File: src/rtl/fp_addsub_mc.sv
// fp_addsub_mc: multi-cycle floating-point add/subtract, subnormals flushed to zero.
// Define FPU_RNE_EN for round-to-nearest-even; otherwise truncate and saturate on overflow.
module fp_addsub_mc #(
    parameter int N_float = 32,
    parameter int N_exp   = 8,
    parameter int N_mant  = N_float - N_exp - 1
) (
    input  logic               clk,
    input  logic               rst,
    input  logic               in_valid,
    output logic               in_ready,
    input  logic [N_float-1:0] float_A,
    input  logic [N_float-1:0] float_B,
    input  logic               op_sub,
    output logic               out_valid,
    input  logic               out_ready,
    output logic [N_float-1:0] float_R,
    output logic [3:0]         flags
);
    // W: hidden bit + stored mantissa + guard/round/sticky
    localparam int W   = N_mant + 4;
    localparam int XW  = N_exp + 2;
    localparam int LZW = $clog2(W + 1);
    localparam logic [N_exp-1:0]     SH_MAX_C   = N_exp'(N_mant + 3);
    localparam logic [N_exp-1:0]     EXP_ONES_C = {N_exp{1'b1}};
    localparam logic signed [XW-1:0] EXP_MAX_C  = XW'((1 << N_exp) - 1);
    localparam logic signed [XW-1:0] EXP_ZERO_C = {XW{1'b0}};
    localparam logic signed [XW-1:0] EXP_ONE_C  = {{(XW-1){1'b0}}, 1'b1};
    localparam logic [N_float-1:0]   QNAN_C     = {1'b0, {N_exp{1'b1}}, 1'b1, {(N_mant-1){1'b0}}};

    typedef enum logic [2:0] {IDLE, ALIGN, ADD, NORM, ROUND, DONE} state_t;

    state_t                 state_r;
    logic [N_float-1:0]     a_r, b_r, res_r, spec_val_r;
    logic                   op_sub_r, in_ready_r, out_valid_r;
    logic [3:0]             flags_r, spec_flags_r;
    logic                   special_r, sign_a_r, sign_b_r, eff_sub_r, sign_r, zero_r;
    logic [W-1:0]           ma_r, mb_r, norm_r;
    logic [W:0]             sum_r;
    logic signed [XW-1:0]   exp_r;

    logic [N_exp-1:0]       exp_a_s, exp_b_s, exp_big_s;
    logic [W-1:0]           m_a_s, m_b_s, ma_nx_s, mb_nx_s, norm_nx_s;
    logic                   nan_a_s, nan_b_s, inf_a_s, inf_b_s, sign_a_s, sign_b_s, eff_sub_s;
    logic                   special_nx_s, sign_nx_s, up_s, inexact_s;
    logic [N_float-1:0]     spec_val_nx_s, res_nx_s;
    logic [3:0]             spec_flags_nx_s, flags_nx_s;
    logic [W:0]             sum_nx_s;
    logic [LZW-1:0]         lz_s;
    logic signed [XW-1:0]   exp_norm_s, exp_fin_s;
    logic [N_mant+1:0]      rnd_s;
    logic [N_mant-1:0]      frac_s;

    // Right shift that folds every shifted-out bit into the sticky position
    function automatic logic [W-1:0] align_shift(input logic [W-1:0] m, input logic [N_exp-1:0] sh);
        logic [W-1:0] res;
        if (sh >= SH_MAX_C) begin
            res = {{(W-1){1'b0}}, |m};
        end else begin
            res = (m >> sh) | {{(W-1){1'b0}}, |(m & ~({W{1'b1}} << sh))};
        end
        return res;
    endfunction

    function automatic logic [LZW-1:0] lzc(input logic [W-1:0] v);
        logic [LZW-1:0] n;
        logic           found;
        n     = {LZW{1'b0}};
        found = 1'b0;
        for (int i = W - 1; i >= 0; i--) begin
            if (found || v[i]) begin
                found = 1'b1;
            end else begin
                n = n + {{(LZW-1){1'b0}}, 1'b1};
            end
        end
        return n;
    endfunction

    // ALIGN: unpack, detect specials, shift the smaller-exponent operand
    always_comb begin
        exp_a_s  = a_r[N_float-2:N_mant];
        exp_b_s  = b_r[N_float-2:N_mant];
        m_a_s    = (exp_a_s == {N_exp{1'b0}}) ? {W{1'b0}} : {1'b1, a_r[N_mant-1:0], 3'b000};
        m_b_s    = (exp_b_s == {N_exp{1'b0}}) ? {W{1'b0}} : {1'b1, b_r[N_mant-1:0], 3'b000};
        nan_a_s  = (exp_a_s == EXP_ONES_C) && (a_r[N_mant-1:0] != {N_mant{1'b0}});
        nan_b_s  = (exp_b_s == EXP_ONES_C) && (b_r[N_mant-1:0] != {N_mant{1'b0}});
        inf_a_s  = (exp_a_s == EXP_ONES_C) && (a_r[N_mant-1:0] == {N_mant{1'b0}});
        inf_b_s  = (exp_b_s == EXP_ONES_C) && (b_r[N_mant-1:0] == {N_mant{1'b0}});
        sign_a_s = a_r[N_float-1];
        sign_b_s = b_r[N_float-1] ^ op_sub_r;
        eff_sub_s = sign_a_s ^ sign_b_s;
        if (exp_a_s >= exp_b_s) begin
            ma_nx_s   = m_a_s;
            mb_nx_s   = align_shift(m_b_s, exp_a_s - exp_b_s);
            exp_big_s = exp_a_s;
        end else begin
            ma_nx_s   = align_shift(m_a_s, exp_b_s - exp_a_s);
            mb_nx_s   = m_b_s;
            exp_big_s = exp_b_s;
        end
        special_nx_s    = 1'b1;
        spec_val_nx_s   = QNAN_C;
        spec_flags_nx_s = 4'b1000;
        if (nan_a_s || nan_b_s || (inf_a_s && inf_b_s && eff_sub_s)) begin
            spec_val_nx_s   = QNAN_C;
            spec_flags_nx_s = 4'b1000;
        end else if (inf_a_s) begin
            spec_val_nx_s   = {sign_a_s, EXP_ONES_C, {N_mant{1'b0}}};
            spec_flags_nx_s = 4'b0000;
        end else if (inf_b_s) begin
            spec_val_nx_s   = {sign_b_s, EXP_ONES_C, {N_mant{1'b0}}};
            spec_flags_nx_s = 4'b0000;
        end else begin
            special_nx_s = 1'b0;
        end
    end

    // ADD: magnitude add/subtract; exact cancellation yields +0
    always_comb begin
        sum_nx_s  = {(W+1){1'b0}};
        sign_nx_s = sign_a_r;
        if (!eff_sub_r) begin
            sum_nx_s  = {1'b0, ma_r} + {1'b0, mb_r};
            sign_nx_s = sign_a_r;
        end else if (ma_r > mb_r) begin
            sum_nx_s  = {1'b0, ma_r - mb_r};
            sign_nx_s = sign_a_r;
        end else if (mb_r > ma_r) begin
            sum_nx_s  = {1'b0, mb_r - ma_r};
            sign_nx_s = sign_b_r;
        end else begin
            sum_nx_s  = {(W+1){1'b0}};
            sign_nx_s = 1'b0;
        end
    end

    // NORM: carry-out right shift or leading-zero left shift
    always_comb begin
        lz_s = lzc(sum_r[W-1:0]);
        if (sum_r[W]) begin
            norm_nx_s  = {sum_r[W:2], sum_r[1] | sum_r[0]};
            exp_norm_s = exp_r + EXP_ONE_C;
        end else begin
            norm_nx_s  = sum_r[W-1:0] << lz_s;
            exp_norm_s = exp_r - $signed({{(XW-LZW){1'b0}}, lz_s});
        end
    end

    // ROUND: round, renormalise on mantissa carry, classify the exponent
    always_comb begin
        inexact_s = |norm_r[2:0];
`ifdef FPU_RNE_EN
        up_s = norm_r[2] & (norm_r[1] | norm_r[0] | norm_r[3]);
`else
        up_s = 1'b0;
`endif
        rnd_s = {1'b0, norm_r[W-1:3]} + {{(N_mant+1){1'b0}}, up_s};
        if (rnd_s[N_mant+1]) begin
            frac_s    = rnd_s[N_mant:1];
            exp_fin_s = exp_r + EXP_ONE_C;
        end else begin
            frac_s    = rnd_s[N_mant-1:0];
            exp_fin_s = exp_r;
        end
        res_nx_s   = {sign_r, exp_fin_s[N_exp-1:0], frac_s};
        flags_nx_s = {3'b000, inexact_s};
        if (special_r) begin
            res_nx_s   = spec_val_r;
            flags_nx_s = spec_flags_r;
        end else if (zero_r) begin
            res_nx_s   = {sign_r, {(N_float-1){1'b0}}};
            flags_nx_s = 4'b0000;
        end else if (exp_fin_s >= EXP_MAX_C) begin
`ifdef FPU_RNE_EN
            res_nx_s = {sign_r, EXP_ONES_C, {N_mant{1'b0}}};
`else
            res_nx_s = {sign_r, {(N_exp-1){1'b1}}, 1'b0, {N_mant{1'b1}}};
`endif
            flags_nx_s = 4'b0101;
        end else if (exp_fin_s <= EXP_ZERO_C) begin
            res_nx_s   = {sign_r, {(N_float-1){1'b0}}};
            flags_nx_s = 4'b0011;
        end else begin
            res_nx_s   = {sign_r, exp_fin_s[N_exp-1:0], frac_s};
            flags_nx_s = {3'b000, inexact_s};
        end
    end

    // FSM with pipeline registers and registered handshake outputs
    always_ff @(posedge clk or posedge rst) begin
        if (rst) begin
            state_r      <= IDLE;
            in_ready_r   <= 1'b1;
            out_valid_r  <= 1'b0;
            res_r        <= {N_float{1'b0}};
            flags_r      <= 4'b0000;
            a_r          <= {N_float{1'b0}};
            b_r          <= {N_float{1'b0}};
            op_sub_r     <= 1'b0;
            ma_r         <= {W{1'b0}};
            mb_r         <= {W{1'b0}};
            exp_r        <= EXP_ZERO_C;
            sign_a_r     <= 1'b0;
            sign_b_r     <= 1'b0;
            eff_sub_r    <= 1'b0;
            special_r    <= 1'b0;
            spec_val_r   <= {N_float{1'b0}};
            spec_flags_r <= 4'b0000;
            sum_r        <= {(W+1){1'b0}};
            sign_r       <= 1'b0;
            zero_r       <= 1'b0;
            norm_r       <= {W{1'b0}};
        end else begin
            case (state_r)
                IDLE: begin
                    if (in_valid && in_ready_r) begin
                        a_r        <= float_A;
                        b_r        <= float_B;
                        op_sub_r   <= op_sub;
                        in_ready_r <= 1'b0;
                        state_r    <= ALIGN;
                    end
                end
                ALIGN: begin
                    ma_r         <= ma_nx_s;
                    mb_r         <= mb_nx_s;
                    exp_r        <= $signed({2'b00, exp_big_s});
                    sign_a_r     <= sign_a_s;
                    sign_b_r     <= sign_b_s;
                    eff_sub_r    <= eff_sub_s;
                    special_r    <= special_nx_s;
                    spec_val_r   <= spec_val_nx_s;
                    spec_flags_r <= spec_flags_nx_s;
                    state_r      <= ADD;
                end
                ADD: begin
                    sum_r   <= sum_nx_s;
                    sign_r  <= sign_nx_s;
                    state_r <= NORM;
                end
                NORM: begin
                    norm_r  <= norm_nx_s;
                    exp_r   <= exp_norm_s;
                    zero_r  <= (sum_r == {(W+1){1'b0}});
                    state_r <= ROUND;
                end
                ROUND: begin
                    res_r       <= res_nx_s;
                    flags_r     <= flags_nx_s;
                    out_valid_r <= 1'b1;
                    state_r     <= DONE;
                end
                DONE: begin
                    if (out_ready) begin
                        out_valid_r <= 1'b0;
                        in_ready_r  <= 1'b1;
                        state_r     <= IDLE;
                    end
                end
                default: begin
                    out_valid_r <= 1'b0;
                    in_ready_r  <= 1'b1;
                    state_r     <= IDLE;
                end
            endcase
        end
    end

    assign in_ready  = in_ready_r;
    assign out_valid = out_valid_r;
    assign float_R   = res_r;
    assign flags     = flags_r;
endmodule

File: config.mk
export PLATFORM = sky130hd
export DESIGN_NAME = fp_addsub_mc
export DESIGN_NICKNAME = d
export VERILOG_FILES = /design/src/rtl/fp_addsub_mc.sv
export SDC_FILE = /design/constraint.sdc
export NUM_CORES = 1
export LEC_CHECK = 0
export ABC_CLOCK_PERIOD_IN_PS = 29300
export BUFFER_PORTS_ARGS = -buffer_cell sky130_fd_sc_hd__buf_2
export CAP_MARGIN = 0
export CORE_ASPECT_RATIO = 1.5
export CORE_UTILIZATION = 55
export CTS_CLUSTER_DIAMETER = 120
export CTS_CLUSTER_SIZE = 20
export DETAILED_ROUTE_END_ITERATION = 7
export PLACE_DENSITY = 0.73
export SLEW_MARGIN = 20
export SYNTH_ARGS = -nofsm -noshare
export SYNTH_HDL_FRONTEND = slang
export SYNTH_SLANG_ARGS = --single-unit
File: constraint.sdc
create_clock -name clk -period 29.3 [get_ports clk]
set_input_delay 2.93 -clock clk [delete_from_list [all_inputs] [get_ports clk]]
set_output_delay 2.93 -clock clk [all_outputs]
set_load 0.005 [all_outputs]
## Yosys cells after proc, flatten, opt, wreduce, memory -nomap -nowiden

Cells that the tools add are included.

- Register bits after elaboration: 266
- Output and inout bits: 38
- Word-level logic and storage cells: 235
- Input bits: 69

- Magnitude comparators: 7
- Equal/unequal tests: 9
- Reduce and logical (&&, ||, !) cells: 55
- Mux-type cells: 94
- Bitwise operators: 11
- Shift operators: 5
- Add/subtract/negate cells: 33

Operators with widths:

| cell | count |
|---|---|
| 27-bit 2-to-1 mux | 8 |
| 5-bit by 1-bit adder with 5-bit output (second input constant) | 26 |
| 5-bit 2-to-1 mux | 26 |
| 32-bit 2-to-1 mux | 4 |
| 27-bit OR reduction | 4 |
| 31-bit 2-to-1 mux | 3 |
| 27-bit bitwise AND | 2 |
| 27-bit greater-than comparator | 2 |
| 27-bit inverter | 2 |
| 27-bit by 1-bit OR with 27-bit output | 2 |
| 27-bit by 8-bit left shift with 27-bit output (first input constant) | 2 |
| 27-bit by 8-bit right shift with 27-bit output | 2 |
| 27-bit subtractor | 2 |
| 23-bit zero test | 2 |
| 23-bit nonzero test | 2 |
| 1-bit 2-to-1 mux | 36 |
| 27-bit by 27-bit adder with 28-bit output | 1 |
| 28-bit zero test | 1 |
| 1-bit logical OR | 28 |
| 28-bit 2-to-1 mux | 1 |
| 27-bit by 5-bit left shift with 26-bit output | 1 |
| 26-bit 2-to-1 mux | 1 |
| 10-bit case mux with 2 select lines | 1 |
| 3-bit case mux with 6 select lines | 1 |
| other kinds (29) | 54 |

## Longest topological paths before layout

Gate-level depths: netlist of run 1.

- Depth after elaboration: 56
- Mapped depth: 99
- Gate-level depth less buffers: 96

## Worst setup path before layout of run 1

OpenSTA, ideal clock, no wires.

- Path type: register -> register
- From: register sum_r[23]
- To: register exp_r[9]
- Buffers on the path: 4
- Required time: 29168 ps
- Path slack: 11682 ps
- Arrival: 17486 ps
- Cell stages (with the launch flop): 98
- Setup time: 132 ps
- Path through: dfrtp_1 buf_6 or4_4 buf_6 and2_1 ha_1 mux2_2 ha_1 nor2b_1 a211oi_1 o21ai_0 and2_1 ha_1 nand2_1 nand2_1 ha_1 mux2i_1 o21ai_0 (+62 left out) clkbuf_1 clkbuf_1 ha_1 and2_1 and2_1 ha_1 nor2b_1 ha_1 a21oi_1 o21bai_1 a21oi_1 nor2b_1 o21a_1 nor2_1 or3_1 and3b_1 o31ai_1 o31ai_1

- Word-level cells in the longest chain between the ends: 51
- Elaborated cells between the ends (all ways): 97

Ends and longest elaborated chain:

| item | RTL line | RTL |
|---|---|---|
| from (decl) | 39 | `logic [W:0] sum_r;` |
| from (signal assigned) | 210 | `sum_r <= {(W+1){1'b0}};` |
| from (signal assigned) | 238 | `sum_r <= sum_nx_s;` |
| 1-bit logical OR (*) | 71 | `if (found \|\| v[i]) begin` |
| 5-bit 2-to-1 mux or 1-bit 2-to-1 mux (tied branches) | 71 |  |
| 5-bit by 1-bit adder with 5-bit output or 1-bit logical OR (tied branches) | 74, 71 |  |
| 5-bit 2-to-1 mux or 1-bit 2-to-1 mux (tied branches) | 71 |  |
| 5-bit by 1-bit adder with 5-bit output or 1-bit logical OR (tied branches) | 74, 71 |  |
| 5-bit 2-to-1 mux or 1-bit 2-to-1 mux (tied branches) | 71 |  |
| 5-bit by 1-bit adder with 5-bit output or 1-bit logical OR (tied branches) | 74, 71 |  |
| 5-bit 2-to-1 mux or 1-bit 2-to-1 mux (tied branches) | 71 |  |
| (+35 left out) | n/a |  |
| 5-bit 2-to-1 mux or 1-bit 2-to-1 mux (tied branches) | 71 |  |
| 5-bit by 1-bit adder with 5-bit output or 1-bit logical OR (tied branches) | 74, 71 |  |
| 5-bit 2-to-1 mux or 1-bit 2-to-1 mux (tied branches) | 71 |  |
| 5-bit by 1-bit adder with 5-bit output or 1-bit logical OR (tied branches) | 74, 71 |  |
| 5-bit 2-to-1 mux (*) | 71 |  |
| 10-bit by 6-bit subtractor with 10-bit output (*) | 146 | `exp_norm_s = exp_r - $signed({{(XW-LZW){1'b0}}, lz_s});` |
| 10-bit 2-to-1 mux (*) | 141 | `if (sum_r[W]) begin` |
| 10-bit case mux with 2 select lines (*) | 215 | `case (state_r)` |
| to (signal assigned) | 228 | `exp_r <= $signed({2'b00, exp_big_s});` |
| to (signal assigned) | 244 | `exp_r <= exp_norm_s;` |
| to (decl) | 40 | `logic signed [XW-1:0] exp_r;` |

Every way passes the cells marked *; elsewhere a longest branch is shown, timed or not.
A chain may end at the register's enable or synchronous reset.

## Worst setup path in the final report of run 1

- From: register sum_r[24]
- To: register exp_r[9]

- Word-level cells in the longest chain between the ends: 53
- Elaborated cells between the ends (all ways): 101

Ends and longest elaborated chain:

| item | RTL line |
|---|---|
| 1-bit logical OR (*) | 71 |
| 5-bit 2-to-1 mux or 1-bit 2-to-1 mux (tied branches) | 71 |
| 5-bit by 1-bit adder with 5-bit output or 1-bit logical OR (tied branches) | 74, 71 |
| 5-bit 2-to-1 mux or 1-bit 2-to-1 mux (tied branches) | 71 |
| 5-bit by 1-bit adder with 5-bit output or 1-bit logical OR (tied branches) | 74, 71 |
| 5-bit 2-to-1 mux or 1-bit 2-to-1 mux (tied branches) | 71 |
| 5-bit by 1-bit adder with 5-bit output or 1-bit logical OR (tied branches) | 74, 71 |
| 5-bit 2-to-1 mux or 1-bit 2-to-1 mux (tied branches) | 71 |
| (+37 left out) | n/a |
| 5-bit 2-to-1 mux or 1-bit 2-to-1 mux (tied branches) | 71 |
| 5-bit by 1-bit adder with 5-bit output or 1-bit logical OR (tied branches) | 74, 71 |
| 5-bit 2-to-1 mux or 1-bit 2-to-1 mux (tied branches) | 71 |
| 5-bit by 1-bit adder with 5-bit output or 1-bit logical OR (tied branches) | 74, 71 |
| 5-bit 2-to-1 mux (*) | 71 |
| 10-bit by 6-bit subtractor with 10-bit output (*) | 146 |
| 10-bit 2-to-1 mux (*) | 141 |
| 10-bit case mux with 2 select lines (*) | 215 |

Marked as above.

==> results_dict.tcl, run 1 <==
set metrics [dict create \
    outcome "finished with violations" \
    violations "DRC" \
    path_class "reg2reg" \
    yosysSeqAreaShare_pct 26.1 \
    place_congestion 1.01 \
    drt_pre_antenna_iters 8 \
    synth-main-ff-cell "dfrtp_1" \
    worst-r2r-cell-count 95 \
    hold_viol 0 \
    synth.distinct_cells 99 \
    cpPeakStageDelay_ns 0.65 \
    final_cell_mix "325 x nand2_1, 264 x a21oi_1, 236 x nor2_1" \
    skew_ns 0.0187 \
    final_core_util_pct 58.8 \
    io_buffers 106 \
    setup_tns_ns 0 \
    dp_hpwl_um 60300 \
    cts-hold-fix-buffers 0 \
    cpMostUsedCell "ha_1" \
    fillers 3716 \
    setup_viol 0 \
    finalMaxSlewViolations 0 \
    r2r_start "sum_r[24]$_DFFE_PP0P_" \
    crit_path_start_kind "register" \
    vias 22100 \
    hold_depth 1 \
    grt_usage_pct 37.1 \
    setup_slack_ns 9.87 \
    crit_arrival_ns 19.81 \
    ys_warn_count 0 \
    grt_pass1_vias 21600 \
    min_from "spec_val_r[30]$_DFFE_PP0P_" \
    min_path_type "reg2reg" \
    fin_crit_sh_pct 66.3 \
    rows 90 \
    cap_viol_max_count 0 \
    r2r_end "exp_r[9]$_DFFE_PP0P_" \
    drc 1 \
    syn_avg_cell_area_sq_um 7.90 \
    synth.net_count 3029 \
    synth.cell_area_sq_um 22300 \
    grt_pass1_wl_um 121000 \
    via_per_inst 6.69 \
    overflow 0 \
    cp_max_fo 42 \
    antenna_found_initial 0 \
    cp-end-kind "register" \
    postCtsSetupBuffers 0 \
    die_area_sq_um 41400 \
    ys_async_sr_fraction_pct 100 \
    critical_path_required_ns 29.69 \
    clkLatencyLatePin_ns 0.52 \
    ant_nets 0 \
    start_util_pct 55.6 \
    r2r_setup_slack_ns 9.87 \
    fp.dieH_um 249 \
    relSlewSlack_pct 25.7 \
    synth_cells 2823 \
    synth-edff-count 0 \
    use_met2_pct 67.5 \
    worst_slew_pin_slew_ns 1.11 \
    root_buffer "clkbuf_16" \
    use_met1_pct 39.8 \
    cts_buffer_depth 3 \
    synth-seq-cells 233 \
    htree_levels 1 \
    clock-sinks 233 \
    max_freq_ghz 0.0515 \
    nets 3002 \
    io_pins 107 \
    busiest_layer "met2" \
    wire_per_inst_um 23.7 \
    cts_resized 0 \
    cp_slowest_cell "or4_4" \
    rsz0062_at_grt "false" \
    antennaDiodeCount 0 \
    grt_max_degree 105 \
    period_needed_ns 19.43 \
    core_area_sq_um 40100 \
    drt_wl_total_um 78200 \
    area_growth_syn_to_layout_pct 5.71 \
    cts_inserted_buffers 15 \
    final_common_cell "nand2_1" \
    stdcell_count 3308 \
    layout-drive-gt1-share_pct 11.3 \
    pre_cts_slack_ns 10.31 \
    cts_tree "built" \
    dp.cells 3285 \
    first_iter_violations 2074 \
    clk_pin_slew_ns 0.09 \
    die_w_um 166 \
    grt_util_met3_pct 3.63 \
    min_to "spec_val_r[30]$_DFFE_PP0P_" \
]
==> registers in the layout, summed over array words and instances (netlist names), 10 cells and up <==
name     flops
a_r         32
float_R     32
ma_r        27
exp_r       10
mb_r        27
norm_r      26
sum_r       28
b_r         32
==> through the flow <==
step                      hold slack (ns)  instance area (sq um)
final                               0.480                  23600
after global routing                0.487                  23600
after CTS                           0.476                  23600
after detailed placement            0.453                  23100
after global placement              0.451                  23100
after floorplan                     0.435                  22300
==> how the worst max path moves through the flow <==
stage | end | startpoint | cells past startpoint
after floorplan | exp_r[9]$_DFFE_PP0P_ | sum_r[23]$_DFFE_PP0P_ | 97
after global placement | exp_r[9]$_DFFE_PP0P_ | sum_r[25]$_DFFE_PP0P_ | 96
after detailed placement | exp_r[9]$_DFFE_PP0P_ | sum_r[24]$_DFFE_PP0P_ | 95
after CTS | exp_r[9]$_DFFE_PP0P_ | sum_r[25]$_DFFE_PP0P_ | 97
after global routing | exp_r[9]$_DFFE_PP0P_ | sum_r[25]$_DFFE_PP0P_ | 97
final | exp_r[9]$_DFFE_PP0P_ | sum_r[24]$_DFFE_PP0P_ | 95
==> kinds of logic after synthesis <==
group	synth area share [%]
muxes	8.95
and+or+nand+nor	19.1
buffers and inverters	5.88
xor gates and xnor gates	4.50
DFF	26.1
adders and majority gates	8.20
AOI/OAI and AO/OA	27.2
==> per-layer routing <==
metal  wire length, um  share of wire, %
met1             28100                36
met2             39900                51
met3              3900               5.0
met4              6380               8.2
met5                 0                 0
==> critical path: cells and delay by family (launching register included) <==
kind | cells | cell delay, ns
flops | 1 | 0.52
simple gates | 32 | 4.26
buf+inv | 5 | 0.70
fa+ha+maj | 24 | 7.24
mux | 9 | 1.39
compound gates | 25 | 5.15
==> layout make-up <==
class	count	area, sq um	area share, %
flip-flops and latches	233	5830	24.7
well taps	506	633	2.69
clock inverters	3	43.8	0.186
repair buffers	151	872	3.70
inverters	142	541	2.29
multi-input cells	2253	15300	64.7
clock buffers	20	394	1.67
==> Yosys cell counts, drive strengths merged (23+ instances only) <==
master / count / area share [%]
nand2: 326 / 5.5
a21oi: 264 / 5.9
nor2: 240 / 4.1
dfrtp: 232 / 26
o21ai: 186 / 4.2
clkbuf: 174 / 2.9
inv: 139 / 2.3
ha: 131 / 7.3
mux2i: 105 / 4.7
mux2: 74 / 3.7
nor3: 69 / 1.6
xnor2: 65 / 2.7
a211oi: 56 / 1.9
a31oi: 49 / 1.4
nand3: 42 / 0.94
a21o: 41 / 1.4
a221o: 41 / 1.8
o21bai: 39 / 1.3
a221oi: 29 / 1.1
nand2b: 28 / 0.79
nand4: 28 / 0.79
o211ai: 28 / 0.94
and3: 27 / 0.76
nor4: 27 / 0.88
o221ai: 26 / 1.0
o31ai: 26 / 0.88
nor2b: 25 / 0.70
xor2: 23 / 0.99
Power of run 1 is left out: the tool's default activity adds up to more than one toggle a clock period on the data nets, which glitch-free logic cannot reach.
==> run 2, diff against run 1 <==
Settings changed: ABC_CLOCK_PERIOD_IN_PS 29300 to 16250, PLACE_DENSITY 0.73 to 0.75.
Clock period 29.3 ns to 16.25 ns, I/O delays scaled along.
==> results_dict.tcl, run 2 (synthesis gave the netlist of run 1 again) <==
set metrics [dict create \
    root_buffer "clkbuf_16" \
    setup_slack_ns -0.673 \
    rsz0062_at_grt "true" \
    die_w_um 166 \
    grt_usage_pct 37.1 \
    drt_pre_antenna_iters 8 \
    path_class "reg2reg" \
    htree_levels 1 \
    finalMaxSlewViolations 0 \
    place_area_sq_um 23500 \
    fin_crit_sh_pct 104 \
    outcome "finished with violations" \
    dp_hpwl_um 58200 \
    grt_max_degree 105 \
    start_util_pct 55.6 \
    startpoint "sum_r[25]$_DFFE_PP0P_" \
    final_area_sq_um 25000 \
    vias 22800 \
    cpPeakStageDelay_ns 0.44 \
    worst-r2r-cell-count 101 \
    antennaDiodeCount 0 \
    io_pins 107 \
    fp.dieH_um 249 \
    cap_viol_max_count 0 \
    period_needed_ns 16.92 \
    rows 90 \
    r2r_end "exp_r[9]$_DFFE_PP0P_" \
    layout-drive-gt1-share_pct 17.3 \
    grt_pass1_vias 22500 \
    cts-hold-fix-buffers 0 \
    antenna_found_initial 1 \
    clock-sinks 233 \
    worst_slew_pin_slew_ns 1.15 \
    critical_path_required_ns 16.64 \
    place_congestion 1.05 \
    overflow 0 \
    area_growth_syn_to_layout_pct 12.2 \
    ant_nets 0 \
    cpMostUsedCell "buf_4" \
    setup_viol 7 \
    drt_wl_total_um 79100 \
    dp.cells 3329 \
    crit_path_start_kind "register" \
    clk_pin_slew_ns 0.09 \
    stdcell_count 3419 \
    min_path_type "reg2reg" \
    core_area_sq_um 40100 \
    max_freq_ghz 0.0591 \
    cts_buffer_depth 3 \
    drc 1 \
    pre_cts_slack_ns -1.03 \
    cp-end-kind "register" \
    grt_pass1_wl_um 122000 \
    regArea_sq_um 5830 \
    cp_slowest_cell "dfrtp_1" \
    cts_inserted_buffers 15 \
    r2r_setup_slack_ns -0.67 \
    nets 3113 \
    clkLatencyLatePin_ns 0.51 \
    fillers 3515 \
    wire_per_inst_um 23.1 \
    first_iter_violations 1896 \
    final_cell_mix "318 x nand2_1, 255 x a21oi_1, 232 x dfrtp_1" \
    cp_max_fo 3 \
    io_buffers 106 \
    die_area_sq_um 41400 \
    via_per_inst 6.66 \
    r2r_start "sum_r[25]$_DFFE_PP0P_" \
    final_common_cell "nand2_1" \
    skew_ns 0.0174 \
    final_core_util_pct 62.4 \
    cts_tree "built" \
    crit_path_end "exp_r[9]$_DFFE_PP0P_" \
    crit_arrival_ns 17.31 \
    hold_viol 0 \
    violations "DRC, setup timing" \
    relSlewSlack_pct 23.6 \
    multiInputGateArea_sq_um 15800 \
]
==> run 2: worst min path at each step <==
stage	from	to	slack (ns)	depth (start not counted)
after detailed placement	sign_b_r$_DFFE_PP0P_	sign_b_r$_DFFE_PP0P_	0.46	2
after global placement	spec_val_r[30]$_DFFE_PP0P_	spec_val_r[30]$_DFFE_PP0P_	0.45	1
after floorplan	spec_val_r[30]$_DFFE_PP0P_	spec_val_r[30]$_DFFE_PP0P_	0.44	1
after global routing	out_valid$_DFFE_PP0P_	out_valid$_DFFE_PP0P_	0.49	2
after CTS	sign_b_r$_DFFE_PP0P_	sign_b_r$_DFFE_PP0P_	0.48	2
final	out_valid$_DFFE_PP0P_	out_valid$_DFFE_PP0P_	0.48	2
==> run 2: critical path, delay by kind of cell (launching register included) <==
kind,cells,cell delay (ns)
AOI/OAI and AO/OA,25,4.16
buffers and inverters,21,2.61
muxes,6,1.09
adders and majority gates,20,5.36
DFF,1,0.44
and+or+nand+nor,29,3.12
==> run 2: per-layer routing <==
metal / global-route usage (%) / wire length, um / vias to the layer above
li1: - / - / 10500
met2: 65.4 / 38900 / 1062
met1: 39.5 / 28200 / 10800
met3: 5.54 / 4910 / 401
met5: 0 / 12 / -
met4: 29.2 / 7050 / 2
==> run 2: cell type report <==
cell class	instances	share of cell area [%]
multi-input cells	2253	63.2
repair buffers	262	7.04
clock buffers	20	1.58
inverters	142	2.16
well taps	506	2.53
clock inverters	3	0.175
flip-flops and latches	233	23.3
==> run 2: through the flow <==
stage | TNS (ns) | hold WS [ns]
floorplan | -0.435 | 0.435
global placement | -0.0890 | 0.453
detailed placement | -3.54 | 0.464
CTS | -1.02 | 0.484
global route | -14.98 | 0.495
finish | -1.45 | 0.482
==> run 2: timing repair <==
action,CTS,global route
endpoints found under the setup margin,21,35
setup buffers,50,24
resized for setup,69,53
cloned,0,1
pin swaps,69,61
Power of run 2 is left out for the same reason.
